File: src/rtl/gate_truth_sequencer_if.sv
// Bundle between gate_truth_sequencer and its controller / gate under test.
// ERR_W must match the sequencer's ERR_W parameter.
interface gate_truth_sequencer_if #(
  parameter int ERR_W = 4
);
  logic             start;
  logic             a_out;
  logic             b_out;
  logic             gate_in;
  logic             busy;
  logic             done;
  logic [ERR_W-1:0] err_cnt;
  logic             pass;

  modport master (
    output start, gate_in,
    input  a_out, b_out, busy, done, err_cnt, pass
  );

  modport slave (
    input  start, gate_in,
    output a_out, b_out, busy, done, err_cnt, pass
  );
endinterface

File: src/rtl/gate_truth_sequencer.sv
// Drives A/B of a 2-input AND gate through 00,01,10,11 and checks its output.
// Checking (err_cnt/pass) exists only when GATE_CHECK_EN is defined.
//
//   state   | meaning
//   S_IDLE  | waiting for start, A/B held at 0
//   S_DRIVE | stepping combos, each held HOLD_CYCLES cycles
//   S_DONE  | one-cycle done pulse, then back to idle
module gate_truth_sequencer #(
  parameter int HOLD_CYCLES = 100,
  parameter int ERR_W       = 4
) (
  input logic                    clk,
  input logic                    rst_n,
  gate_truth_sequencer_if.slave  bus
);

  typedef enum logic [1:0] {
    S_IDLE  = 2'd0,
    S_DRIVE = 2'd1,
    S_DONE  = 2'd2
  } state_t;

  localparam logic [15:0] HOLD_LAST = 16'(HOLD_CYCLES - 1);

  state_t      state;
  state_t      state_nxt;
  logic [15:0] hold_cnt;
  logic [15:0] hold_cnt_nxt;
  logic [1:0]  combo;
  logic [1:0]  combo_nxt;
  logic        last_hold;
  logic        start_ok;

  assign last_hold = (hold_cnt == HOLD_LAST);
  assign start_ok  = (state == S_IDLE) && bus.start;

  always_ff @(posedge clk) begin
    if (!rst_n) begin
      state    <= S_IDLE;
      hold_cnt <= '0;
      combo    <= '0;
    end else begin
      state    <= state_nxt;
      hold_cnt <= hold_cnt_nxt;
      combo    <= combo_nxt;
    end
  end

  always_comb begin
    state_nxt    = state;
    hold_cnt_nxt = hold_cnt;
    combo_nxt    = combo;
    bus.busy     = 1'b0;
    bus.done     = 1'b0;
    bus.a_out    = 1'b0;
    bus.b_out    = 1'b0;
    case (state)
      S_IDLE: begin
        if (bus.start) begin
          state_nxt    = S_DRIVE;
          hold_cnt_nxt = '0;
          combo_nxt    = '0;
        end
      end
      S_DRIVE: begin
        bus.busy  = 1'b1;
        bus.a_out = combo[1];
        bus.b_out = combo[0];
        if (last_hold) begin
          hold_cnt_nxt = '0;
          if (combo == 2'b11) begin
            state_nxt = S_DONE;
            combo_nxt = '0;
          end else begin
            combo_nxt = combo + 2'd1;
          end
        end else begin
          hold_cnt_nxt = hold_cnt + 16'd1;
        end
      end
      S_DONE: begin
        bus.done  = 1'b1;
        state_nxt = S_IDLE;
      end
      default: begin
        state_nxt = S_IDLE;
      end
    endcase
  end

`ifdef GATE_CHECK_EN
  localparam logic [ERR_W-1:0] ERR_MAX = '1;

  logic [ERR_W-1:0] err_cnt;
  logic [ERR_W-1:0] err_nxt;
  logic             pass_q;
  logic             sample;
  logic             mismatch;

  assign sample   = (state == S_DRIVE) && last_hold;
  assign mismatch = sample && (bus.gate_in != (combo[1] & combo[0]));

  always_comb begin
    err_nxt = err_cnt;
    if (mismatch && (err_cnt != ERR_MAX)) begin
      err_nxt = err_cnt + 1'b1;
    end
  end

  // pass uses err_nxt so the final combo's comparison is counted.
  always_ff @(posedge clk) begin
    if (!rst_n) begin
      err_cnt <= '0;
      pass_q  <= 1'b0;
    end else if (start_ok) begin
      err_cnt <= '0;
      pass_q  <= 1'b0;
    end else begin
      err_cnt <= err_nxt;
      if (sample && (combo == 2'b11)) begin
        pass_q <= (err_nxt == '0);
      end
    end
  end

  assign bus.err_cnt = err_cnt;
  assign bus.pass    = pass_q;
`else
  assign bus.err_cnt = '0;
  assign bus.pass    = 1'b0;
`endif

endmodule

File: src/flat_wrapper.sv
// flat-port wrapper written by rule: the top's interface ports become plain ports
module gate_truth_sequencer_flat 
#(
  parameter int HOLD_CYCLES = 100,
  parameter int ERR_W       = 4
)
  (clk, rst_n, bus_start, bus_gate_in, bus_a_out, bus_b_out, bus_busy, bus_done, bus_err_cnt, bus_pass);
  gate_truth_sequencer_if #(.ERR_W(ERR_W)) bus_i ();
  input logic clk;
  input logic rst_n;
  input wire logic [$bits(bus_i.start)-1:0] bus_start;
  input wire logic [$bits(bus_i.gate_in)-1:0] bus_gate_in;
  output wire logic [$bits(bus_i.a_out)-1:0] bus_a_out;
  output wire logic [$bits(bus_i.b_out)-1:0] bus_b_out;
  output wire logic [$bits(bus_i.busy)-1:0] bus_busy;
  output wire logic [$bits(bus_i.done)-1:0] bus_done;
  output wire logic [$bits(bus_i.err_cnt)-1:0] bus_err_cnt;
  output wire logic [$bits(bus_i.pass)-1:0] bus_pass;
  assign bus_i.start = bus_start;
  assign bus_i.gate_in = bus_gate_in;
  assign bus_a_out = bus_i.a_out;
  assign bus_b_out = bus_i.b_out;
  assign bus_busy = bus_i.busy;
  assign bus_done = bus_i.done;
  assign bus_err_cnt = bus_i.err_cnt;
  assign bus_pass = bus_i.pass;
  gate_truth_sequencer #(.HOLD_CYCLES(HOLD_CYCLES), .ERR_W(ERR_W)) u_core (.clk(clk), .rst_n(rst_n), .bus(bus_i));
endmodule
File: config.mk
export PLATFORM = sky130hd
export DESIGN_NAME = gate_truth_sequencer_flat
export DESIGN_NICKNAME = d
export VERILOG_FILES = /design/src/rtl/gate_truth_sequencer_if.sv /design/src/rtl/gate_truth_sequencer.sv /design/src/flat_wrapper.sv
export SDC_FILE = /design/constraint.sdc
export NUM_CORES = 1
export LEC_CHECK = 0
export CAP_MARGIN = 20
export CORE_MARGIN = 1
export CORE_UTILIZATION = 55
export CTS_BUF_LIST = sky130_fd_sc_hd__clkbuf_2
export DETAILED_ROUTE_END_ITERATION = 12
export PLACE_DENSITY = 0.81
export SLEW_MARGIN = 20
export SYNTH_ARGS = -nofsm -noshare
export SYNTH_HDL_FRONTEND = slang
export SYNTH_SLANG_ARGS = --single-unit
File: constraint.sdc
create_clock -name clk -period 1.94 [get_ports clk]
set_input_delay 0.485 -clock clk [delete_from_list [all_inputs] [get_ports clk]]
set_output_delay 0.485 -clock clk [all_outputs]
set_load 0.1 [all_outputs]
# Word-level counts from Yosys, hierarchy flattened
# Index checks and enable logic that the tools add are counted.
# W data, S select, Z words.
[totals] ff_bits=20 latch_bits=0 ram_bits=0 mem_bits_ro=0 wordCells=32 mem_count=0
[classes] n_addsub=2 multipliers=0 div=0 n_lt_le_gt_ge=0 eq_ne=7 shift=0 n_mux=15 n_bitwise=0 n_reduce_logical=5
[ops] op="$mux W16" n=2
[ops] op="$pmux W16 S2" n=1
[ops] op="$add A16 B1 Y16 const B" n=1
[ops] op="$eq A16 B7 Y1 const B" n=1
[ops] op="$mux W2" n=6
[ops] op="$pmux W2 S2" n=2
[ops] op="$reduce_and A3 Y1" n=2
[ops] op="$eq A2 B2 Y1 const B" n=2
[ops] op="$mux W1" n=4
[ops] op="$ne A2 B1 Y1 const B" n=2
[ops] op="$add A2 B1 Y2 const B" n=1
[ops] op="$eq A2 B1 Y1 const B" n=1
[ops] op="$logic_not A2 Y1" n=1
[ops] op="$ne A2 B2 Y1 const B" n=1
[ops] op="$reduce_and A2 Y1" n=1
[ops] op="$reduce_bool A2 Y1" n=1

# Longest topological paths before layout
# Gate-level depths: netlist of run 1.
[logic_depth] word_depth=4 ltp_mapped=6 ltp_nobuf=5

# Worst setup path before layout of run 1
# Ideal clock, no wire load.
[synth_timing] path_type="register -> output" startpoint="reg u_core.state[0]" endpoint="out bus_a_out" arrival_ps=2155 required_time_ps=1455 path_slack_ps=-700 path_stages_with_launch=4 path_buffers=0 path_cell_list="dfxtp_1 > or2b_1 > inv_1 > and2_1"
[synth_via] elab_chain_cells=2
[synth_lines] element="start, declared" line="gate_truth_sequencer.sv:25" source="state_t state;"
[synth_lines] element="start signal, assigned" line="gate_truth_sequencer.sv:43" source="state <= state_nxt;"
[synth_lines] element="$eq A2 B1 Y1" line="gate_truth_sequencer.sv:57" source="case (state)"
[synth_lines] element="$mux W1" line="gate_truth_sequencer.sv:57"
[synth_lines] element="end, declared" line="flat_wrapper.sv:13" source="output wire logic [$bits(bus_i.a_out)-1:0] bus_a_out;"
# Every way passes these cells.

# Worst setup path after layout of run 1
[layout_timing] startpoint="reg u_core.state[0]" endpoint="out bus_b_out"
[layout_via] elab_chain_cells=2
[layout_lines] element="$eq A2 B1 Y1" line="gate_truth_sequencer.sv:57"
[layout_lines] element="$mux W1" line="gate_truth_sequencer.sv:57"
[layout_lines] element="end, declared" line="flat_wrapper.sv:14" source="output wire logic [$bits(bus_i.b_out)-1:0] bus_b_out;"
# Every way passes these cells.

==> results of run 1 <==
how the worst max path moves through the flow:
stage                         start             endpoint  slack, ns  cells past startpoint
finish              u_core.state[0]            bus_b_out      -0.02                      4
global route        u_core.state[0]            bus_b_out      -0.09                      4
CTS                 u_core.state[0]            bus_b_out      -0.03                      4
detailed placement        bus_start  u_core.hold_cnt[13]      -0.24                      5
global placement          bus_start  u_core.hold_cnt[13]      -0.21                      5
floorplan           u_core.state[0]            bus_a_out       0.03                      3
what timing repair did:
item,CTS,global route
pin swaps,0,0
hold endpoints to repair,0,0
setup buffers,1,0
resized for setup,1,0
endpoints found under the setup margin,2,4
hold buffers,0,0
power breakdown:
part	leakage [nW]	switching, mW	internal (mW)	total, mW
Clock	0.0266	0.144	0.178	0.322
Sequential	0.162	0.00447	0.417	0.421
Combinational	0.251	0.0967	0.0352	0.132
area by class of cell:
class | instances | area (um^2) | area share
Multi-Input combinational cell | 101 | 632 | 0.492
Tap cell | 25 | 31.3 | 0.0244
Timing Repair Buffer | 13 | 153 | 0.119
Clock buffer | 3 | 15.0 | 0.0117
Sequential cell | 20 | 404 | 0.315
Inverter | 4 | 18.8 | 0.0146
Clock inverter | 1 | 30.0 | 0.0234
Yosys cell counts, types with 4 or more instances:
cell type  number  area (um^2)
dfxtp_1        20          400
nand2_1        13         48.8
nor2_1         10         37.5
a21oi_1         7         35.0
nand3_1         7         35.0
nand4_1         7         43.8
buf_4           5         37.5
nor4_1          5         31.3
o21ai_0         5         25.0
inv_1           4         15.0
logic make-up (layout without fill, tap and decap cells):
| logic type | after synthesis | in the layout | synth area share |
|---|---|---|---|
| simple gates | 64 | 64 | 0.336 |
| other cells | 1 | 5 | 0.00347 |
| mux | 3 | 3 | 0.0278 |
| fa+ha+maj | 2 | 2 | 0.0231 |
| flops | 20 | 20 | 0.370 |
| compound gates | 22 | 22 | 0.135 |
| buf+inv | 13 | 21 | 0.0637 |
| xor+xnor | 5 | 5 | 0.0405 |
per-stage QoR:
stage	std cells	utilization	TNS [ns]
after floorplan	134	-	0
after global placement	162	0.689	-0.525
after detailed placement	162	0.689	-0.657
after CTS	167	0.720	-0.0523
after global routing	167	0.720	-0.184
final	167	0.720	-0.0344
flip-flops by register name, indices dropped and copies added, names as in the netlist:
| signal | count |
|---|---|
| u_core.state | 2 |
| u_core.hold_cnt | 16 |
| u_core.combo | 2 |
per-layer routing:
metal  global-route usage  part of all wire  vias to the layer above
met5                    0                 0                        -
met4                0.118             0.015                        0
met3               0.0471             0.026                        6
met2                0.358              0.47                       23
met1                0.356              0.49                      479
li1                     -                 -                      494
worst register-to-register path, cell delays in order, from the launching register on:
cell     delay (ns)
dfxtp_1        0.43
ha_1           0.21
and3_1         0.26
nand4_1        0.22
or4_1          0.51
a21oi_1        0.14
==> summary.txt, run 1 <==
Detailed routing
  • DRT Pass-1 Iters: 4
  • DRT iter0 DRCs: 26
  • Final wirelength: about 2300 um
  • Via-to-Cell Ratio: about 6.0
  • DRC errors left: 0
  • Via Count: approximately 1000
  • WL per Instance: approximately 14 um
  • Post-DRT Antenna Nets: 0

Floorplan
  • # rows: 15
  • Core box area: ~0.0018 mm^2
  • DIE AREA: ~0.0021 mm^2
  • Die height: between 40 and 50 um
  • Die width: between 40 and 50 um
  • Initial core utilization: 0.606
  • IO Count: 13

Setup path
  • CP max stage delay: 0.39 ns
  • Delay-heaviest family, CP: simple AND/OR/NAND/NOR gates
  • Critical Path AT: between 1 and 1.5 ns
  • Reg2reg end: u_core.hold_cnt[14]
  • CP Class: flip-flop to output pin
  • CP max stage cell: dfxtp_4
  • Worst r2r src: u_core.hold_cnt[0]
  • WP data required: about 1.5 ns
  • CP endpoint kind: output pin
  • Critical Path Fanout Max: 7
  • R2R depth: 5
  • WP buf/inv: 2
  • Crit start category: flip-flop
  • Worst-path cell chain: or2b_1 > clkinvlp_4 > and2_4 > buf_12
  • Worst R2R Setup Slack: roughly 0.13 ns

Logic synthesis
  • FF+latch count, synth: 20
  • Yosys warns: 0
  • Synth Instances: 130
  • Top FF cell, synth: dfxtp_1
  • Post-synth EDFFs: 0
  • Async S/R FF share, synth: 0
  • Post-synth cell types: 39
  • Register area share after synthesis: 0.370
  • Mapped Area: 0.00108 mm^2
  • Mean area per synthesized cell: ~8.3 um^2

Global routing
  • Largest net degree at the start of global routing: 13
  • Vias in the first global route: 818
  • Grt ovf: 0
  • Initial antenna violation count: 0
  • First-pass GRT wire length: around 3700 um
  • Gr usage total: 0.250

STA
  • Slew @ Worst Pin: 0.579 ns
  • Rel. slew slack: 0.609
  • Final WS setup: -0.0180 ns
  • Min Hold Slack: 0.510 ns
  • Endpoints failing setup: 2
  • Maximum clock frequency: just over 0.5 GHz
  • Clock skew: between 0.007 and 0.008 ns
  • Period utilization: 1.01
  • Final Hold Vio Count: 0
  • RSZ-0062 raised after global routing: yes
  • Crit path time final: 1.96 ns
  • Max-slew violation count: 0

Placement
  • Detailed Place HPWL: 1650 um
  • GP Congestion: a little under 0.9
  • I/O Buffers: 6
  • Pre-CTS WS: -0.244 ns
  • Post-DP Area: around 0.0012 mm^2

Final layout
  • Fin nets: approximately 150
  • Layout cells sized above 1: 0.169
  • Antenna Cells: 0
  • Post-Layout Inst Area: roughly 0.0013 mm^2
  • # fillers: between 100 and 150
  • Most common cell after layout, fill and taps aside: dfxtp_1
  • Commonest non-fill, non-tap cells in the layout: dfxtp_1 (19), nand2_1 (13), nor2_1 (10)
  • Area Overhead vs Synth: 18.7%

Clocking
  • H-tree lvl count: 1
  • Clock buffer depth: 2
  • CTS tree: done
  • CTS sink cnt: 20
  • Clock Root Buffer: clkbuf_2
  • Clk pin slew, worst setup/hold paths: about 0.21 ns
  • Total CTS buffers: 3
  • Worst-Skew Late Latency: about 0.34 ns

Worst hold path
  • Worst hold path depth: 2
  • Worst min path class: flip-flop to flip-flop
  • Hold path startpoint: u_core.combo[1]
  • Hold EP: u_core.combo[1]

Status
  • Failing checks: negative setup slack
  • Outcome: finished, violations left

Pwr
  • Power per cell area: about 680 mW/mm^2
  • Total chip power: a little under 0.9 mW
  • Max IR drop VDD: roughly 530 uV
  • Leak Pwr: ~0.44 nW

Job
  • MaxCap Viol Count: 0
Note: power is estimated with default switching activity, not from simulation.
==> run 2: changes to the inputs <==
--- a/config.mk
+++ b/config.mk
@@ -5,12 +5,11 @@
 export SDC_FILE = /design/constraint.sdc
 export NUM_CORES = 1
 export LEC_CHECK = 0
-export CAP_MARGIN = 20
 export CORE_MARGIN = 1
-export CORE_UTILIZATION = 55
+export CORE_UTILIZATION = 56
 export CTS_BUF_LIST = sky130_fd_sc_hd__clkbuf_2
 export DETAILED_ROUTE_END_ITERATION = 12
-export PLACE_DENSITY = 0.81
+export PLACE_DENSITY = 0.82
 export SLEW_MARGIN = 20
 export SYNTH_ARGS = -nofsm -noshare
 export SYNTH_HDL_FRONTEND = slang
==> summary.txt, run 2 (synthesized netlist as in run 1, its figures left out) <==
Status
  • Outcome: finished, final reports clean

Setup path
  • CP endpoint kind: output pin
  • Reg2reg end: u_core.hold_cnt[14]
  • Critical Path AT: 1.42 ns
  • Worst r2r src: u_core.hold_cnt[1]
  • WP data required: about 1.5 ns
  • Worst R2R Setup Slack: 0.12 ns
  • CP startpoint: u_core.state[0]
  • Critical Path Fanout Max: 4
  • Setup crit end: bus_b_out
  • CP Class: flip-flop to output pin
  • R2R depth: 5
  • Crit start category: flip-flop

STA
  • Endpoints failing setup: 0
  • RSZ-0062 raised after global routing: yes
  • Max-slew violation count: 0
  • Final WS setup: approximately 0.032 ns
  • Slew @ Worst Pin: roughly 0.58 ns
  • Rel. slew slack: 0.611
  • Maximum clock frequency: between 0.5 and 0.6 GHz
  • Final Hold Vio Count: 0
  • Crit path time final: 1.91 ns
  • Period utilization: 0.983
  • Clock skew: about 0.012 ns

Floorplan
  • Die width: between 40 and 50 um
  • DIE AREA: around 0.0021 mm^2
  • Die height: roughly 46 um
  • # rows: 15
  • Core box area: between 0.0015 and 0.002 mm^2
  • Initial core utilization: 0.613
  • IO Count: 13

Final layout
  • Reg with most FFs: u_core.hold_cnt
  • Fin nets: approximately 150
  • Number of flip-flops in the largest register: 16
  • Antenna Cells: 0
  • Reg area: around 410 um^2
  • Layout cells sized above 1: 0.188
  • Area Overhead vs Synth: 18.3%
  • Commonest non-fill, non-tap cells in the layout: dfxtp_1 (18), nand2_1 (13), nor2_1 (10)
  • Most common cell after layout, fill and taps aside: dfxtp_1
  • # fillers: roughly 140
  • Largest registers: u_core.hold_cnt: 16 flops, u_core.combo: 2 flops, u_core.state: 2 flops
  • Fin cells: around 170
  • Fin util: 0.725
  • Area occupied by multi-input gates: 637 um^2

Clocking
  • Clock buffer depth: 2
  • Clock Root Buffer: clkbuf_2
  • H-tree lvl count: 1
  • CTS Hold Buffers Added: 0
  • Clk pin slew, worst setup/hold paths: ~0.20 ns
  • Worst-Skew Late Latency: roughly 0.34 ns
  • CTS sink cnt: 20
  • Total CTS buffers: 3
  • CTS tree: done

Global routing
  • Gr usage total: 0.258
  • Largest net degree at the start of global routing: 13
  • Grt ovf: 0
  • First-pass GRT wire length: about 3800 um
  • Vias in the first global route: about 900
  • Initial antenna violation count: 0

Detailed routing
  • Via-to-Cell Ratio: ~6.2
  • Final wirelength: approximately 2400 um
  • Via Count: approximately 1000
  • Post-DRT Antenna Nets: 0
  • DRT iter0 DRCs: 50
  • DRC errors left: 0
  • WL per Instance: ~14 um
  • DRT Pass-1 Iters: 4

Placement
  • Pre-CTS WS: -0.251 ns
  • I/O Buffers: 6
  • Detailed Place HPWL: 1700 um
  • GP Congestion: around 0.88
  • Placed cells: around 160

Pwr
  • Leak Pwr: around 0.44 nW
  • Power per cell area: a little under 600 mW/mm^2
  • Max IR drop VDD: 529 uV

Worst hold path
  • Worst min path class: flip-flop to flip-flop

Job
  • MaxCap Viol Count: 0
[run 2: cell types whose count changed in the layout (fill, tap and decap cells not counted), sizes merged]
cell	change
clkinv	+1
buf	+2
bufinv	-1
[run 2: worst min path at each step]
stage / from / end / slack, ns / depth (start not counted)
after floorplan: u_core.state[0] / u_core.state[0] / 0.44 / 1
after global placement: u_core.state[0] / u_core.state[0] / 0.46 / 1
after detailed placement: u_core.state[0] / u_core.state[0] / 0.48 / 1
after CTS: u_core.combo[1] / u_core.combo[1] / 0.51 / 2
after global routing: u_core.combo[1] / u_core.combo[1] / 0.52 / 2
final: u_core.combo[1] / u_core.combo[1] / 0.50 / 2
[run 2: layout make-up]
cell class,instances,area share
inverters,4,0.0147
repair buffers,15,0.131
multi-input cells,101,0.498
flip-flops and latches,20,0.317
clock inverters,1,0.00294
well taps,25,0.0245
clock buffers,3,0.0117
[run 2: timing repair]
| item | 4_1_cts | 5_1_grt |
|---|---|---|
| gates cloned | 0 | 0 |
| resized for setup | 1 | 2 |
| endpoints found under the setup margin | 2 | 9 |
| setup buffers | 3 | 0 |
[run 2: routing by layer]
metal  vias to the layer above  routed length, um  track usage
met3                         8                177       0.0873
met2                        48               1140        0.406
li1                        497                  -            -
met1                       491               1050        0.335
met5                         -                  0            0
met4                         0                 38       0.0647
[run 2: critical path, stage by stage (launching register included)]
cell        delay [ns]
dfxtp_4           0.39
or2b_1            0.27
clkinvlp_4        0.11
and2_4            0.15
buf_12            0.16
[run 2: stage by stage]
stage / hold slack, ns / instance area (um^2) / setup TNS (ns) / power, mW
final: 0.504 / 1280 / 0 / 0.740
after detailed placement: 0.476 / 1230 / -0.687 / 0.559
after floorplan: 0.441 / 1110 / 0 / 0.534
after global routing: 0.518 / 1280 / -0.0323 / 0.759
after global placement: 0.458 / 1230 / -0.545 / 0.557
after CTS: 0.512 / 1270 / 0 / 0.738
[run 2: report_power, final]
group,internal (mW),switching [mW],total (mW)
logic,0.0389,0.0989,0.138
registers,0.417,0.00497,0.422
clock network,0.0447,0.136,0.181
==> run 3: changes to the inputs <==
--- a/config.mk
+++ b/config.mk
@@ -6,10 +6,10 @@
 export NUM_CORES = 1
 export LEC_CHECK = 0
 export CORE_MARGIN = 1
-export CORE_UTILIZATION = 56
+export CORE_UTILIZATION = 35
 export CTS_BUF_LIST = sky130_fd_sc_hd__clkbuf_2
 export DETAILED_ROUTE_END_ITERATION = 12
-export PLACE_DENSITY = 0.82
+export PLACE_DENSITY = 0.56
 export SLEW_MARGIN = 20
 export SYNTH_ARGS = -nofsm -noshare
 export SYNTH_HDL_FRONTEND = slang
==> summary.txt, run 3 (synthesized netlist as in run 1, its figures left out) <==
Status
  • Outcome: finished, violations left
  • Failing checks: design-rule violations

Global routing
  • Initial antenna violation count: 0
  • Vias in the first global route: 893
  • Grt ovf: 0
  • First-pass GRT wire length: a little over 4000 um
  • Largest net degree at the start of global routing: 13
  • Gr usage total: 0.158

Placement
  • GP Congestion: 0.810
  • Post-DP Area: ~0.0012 mm^2
  • Detailed Place HPWL: 1760 um
  • I/O Buffers: 6

Pwr
  • Power per cell area: 562 mW/mm^2
  • Leak Pwr: 0.442 nW
  • Comb power frac: 0.188
  • Sequential power share: 0.580
  • Pint: about 0.50 mW
  • NetSw: between 0.2 and 0.25 mW
  • Max IR drop VDD: 271 uV
  • Switching Share: 0.315
  • Clock power share: 0.232

Final layout
  • Fin nets: 152
  • Area Overhead vs Synth: 19.4%
  • Commonest non-fill, non-tap cells in the layout: dfxtp_1 (19), nand2_1 (13), nor2_1 (10), buf_4 (10)
  • Reg with most FFs: u_core.hold_cnt
  • Layout cells sized above 1: 0.188
  • Number of flip-flops in the largest register: 16
  • # fillers: 286
  • Most common cell after layout, fill and taps aside: dfxtp_1
  • Post-Layout Inst Area: 0.00129 mm^2
  • Antenna Cells: 0
  • Largest registers: u_core.hold_cnt: 16 flops, u_core.combo: 2 flops, u_core.state: 2 flops

Clocking
  • Worst-Skew Late Latency: 0.31 ns
  • CTS tree: done
  • CTS sink cnt: 20
  • Total CTS buffers: 3
  • Clock buffer depth: 2
  • CTS Hold Buffers Added: 0
  • Clock Root Buffer: clkbuf_2
  • H-tree lvl count: 1
  • Clk pin slew, worst setup/hold paths: 0.18 ns

STA
  • Maximum clock frequency: roughly 0.53 GHz
  • Clock skew: about 0.0028 ns
  • Rel. slew slack: 0.562
  • Crit path time final: ~1.9 ns
  • RSZ-0062 raised after global routing: no
  • Final Hold Vio Count: 0
  • Endpoints failing setup: 0
  • Period utilization: 0.964
  • Max-slew violation count: 0
  • Min Hold Slack: between 0.4 and 0.5 ns
  • Slew @ Worst Pin: ~0.65 ns
  • Setup TNS: 0 ns

Floorplan
  • Die width: 57.6 um
  • Core box area: roughly 0.0028 mm^2
  • Die height: 57.6 um
  • DIE AREA: between 0.003 and 0.004 mm^2
  • Initial core utilization: 0.382
  • # rows: 19
  • IO Count: 13

Setup path
  • CP max stage delay: ~0.38 ns
  • WP buf/inv: 2
  • CP Class: flip-flop to output pin
  • CP max stage cell: dfxtp_4
  • CP endpoint kind: output pin
  • Crit start category: flip-flop
  • Critical Path Fanout Max: 3
  • Worst-path cell chain: or2b_1 > clkinvlp_4 > and2_4 > buf_12
  • Delay-heaviest family, CP: simple AND/OR/NAND/NOR gates
  • Critical Path AT: about 1.4 ns
  • WP data required: between 1 and 1.5 ns

Detailed routing
  • Via-to-Cell Ratio: 5.65
  • WL per Instance: between 10 and 15 um
  • Post-DRT Antenna Nets: 0
  • DRT Pass-1 Iters: 8
  • DRC errors left: 2
  • Via Count: ~990
  • Final wirelength: roughly 2400 um
  • DRT iter0 DRCs: 20

Job
  • MaxCap Viol Count: 0

Worst hold path
  • Worst min path class: flip-flop to flip-flop
[run 3: timing repair]
| item | in CTS | in global routing |
|---|---|---|
| gates resized for setup | 0 | 2 |
| buffers inserted | 2 | 1 |
| setup endpoints to repair | 2 | 4 |
[run 3: layer usage]
layer  share of wire  vias to the layer above  track usage
li1                -                      500            -
met1            0.47                      472        0.208
met2            0.49                       11        0.256
met3           0.019                        5       0.0249
met4           0.016                        0       0.0697
met5               0                        -            0
[run 3: power groups by stage]
stage | sequential [mW] | combinational [mW] | clock [mW]
after CTS | 0.423 | 0.133 | 0.174
after global placement | 0.431 | 0.127 | 0
after global routing | 0.423 | 0.145 | 0.191
after floorplan | 0.430 | 0.104 | 0
after detailed placement | 0.432 | 0.128 | 0
final | 0.421 | 0.136 | 0.169
[run 3: final timing paths]
check                     startpoint                  end  slack (ns)  cells past startpoint
setup / recovery     u_core.state[0]            bus_b_out        0.07                      4
hold / removal       u_core.state[0]      u_core.state[0]        0.44                      1
setup reg to reg  u_core.hold_cnt[0]  u_core.hold_cnt[14]        0.14                      6
hold reg to reg      u_core.state[0]      u_core.state[0]        0.44                      1
[run 3: layout make-up]
class | instances | area (um^2) | share of cell area
clock buffers | 3 | 15.0 | 0.0116
inverters | 4 | 18.8 | 0.0145
multi-input cells | 101 | 639 | 0.495
flip-flops and latches | 20 | 404 | 0.313
well taps | 31 | 38.8 | 0.0300
repair buffers | 16 | 175 | 0.136
[run 3: stage by stage]
stage	instances	utilization	worst slack, ns	power (mW)
after floorplan	134	-	0.0332	0.534
after global placement	169	0.440	-0.216	0.559
after detailed placement	169	0.440	-0.215	0.560
after CTS	174	0.450	0.0339	0.730
after global routing	175	0.456	0.0000893	0.759
final	175	0.456	0.0697	0.726
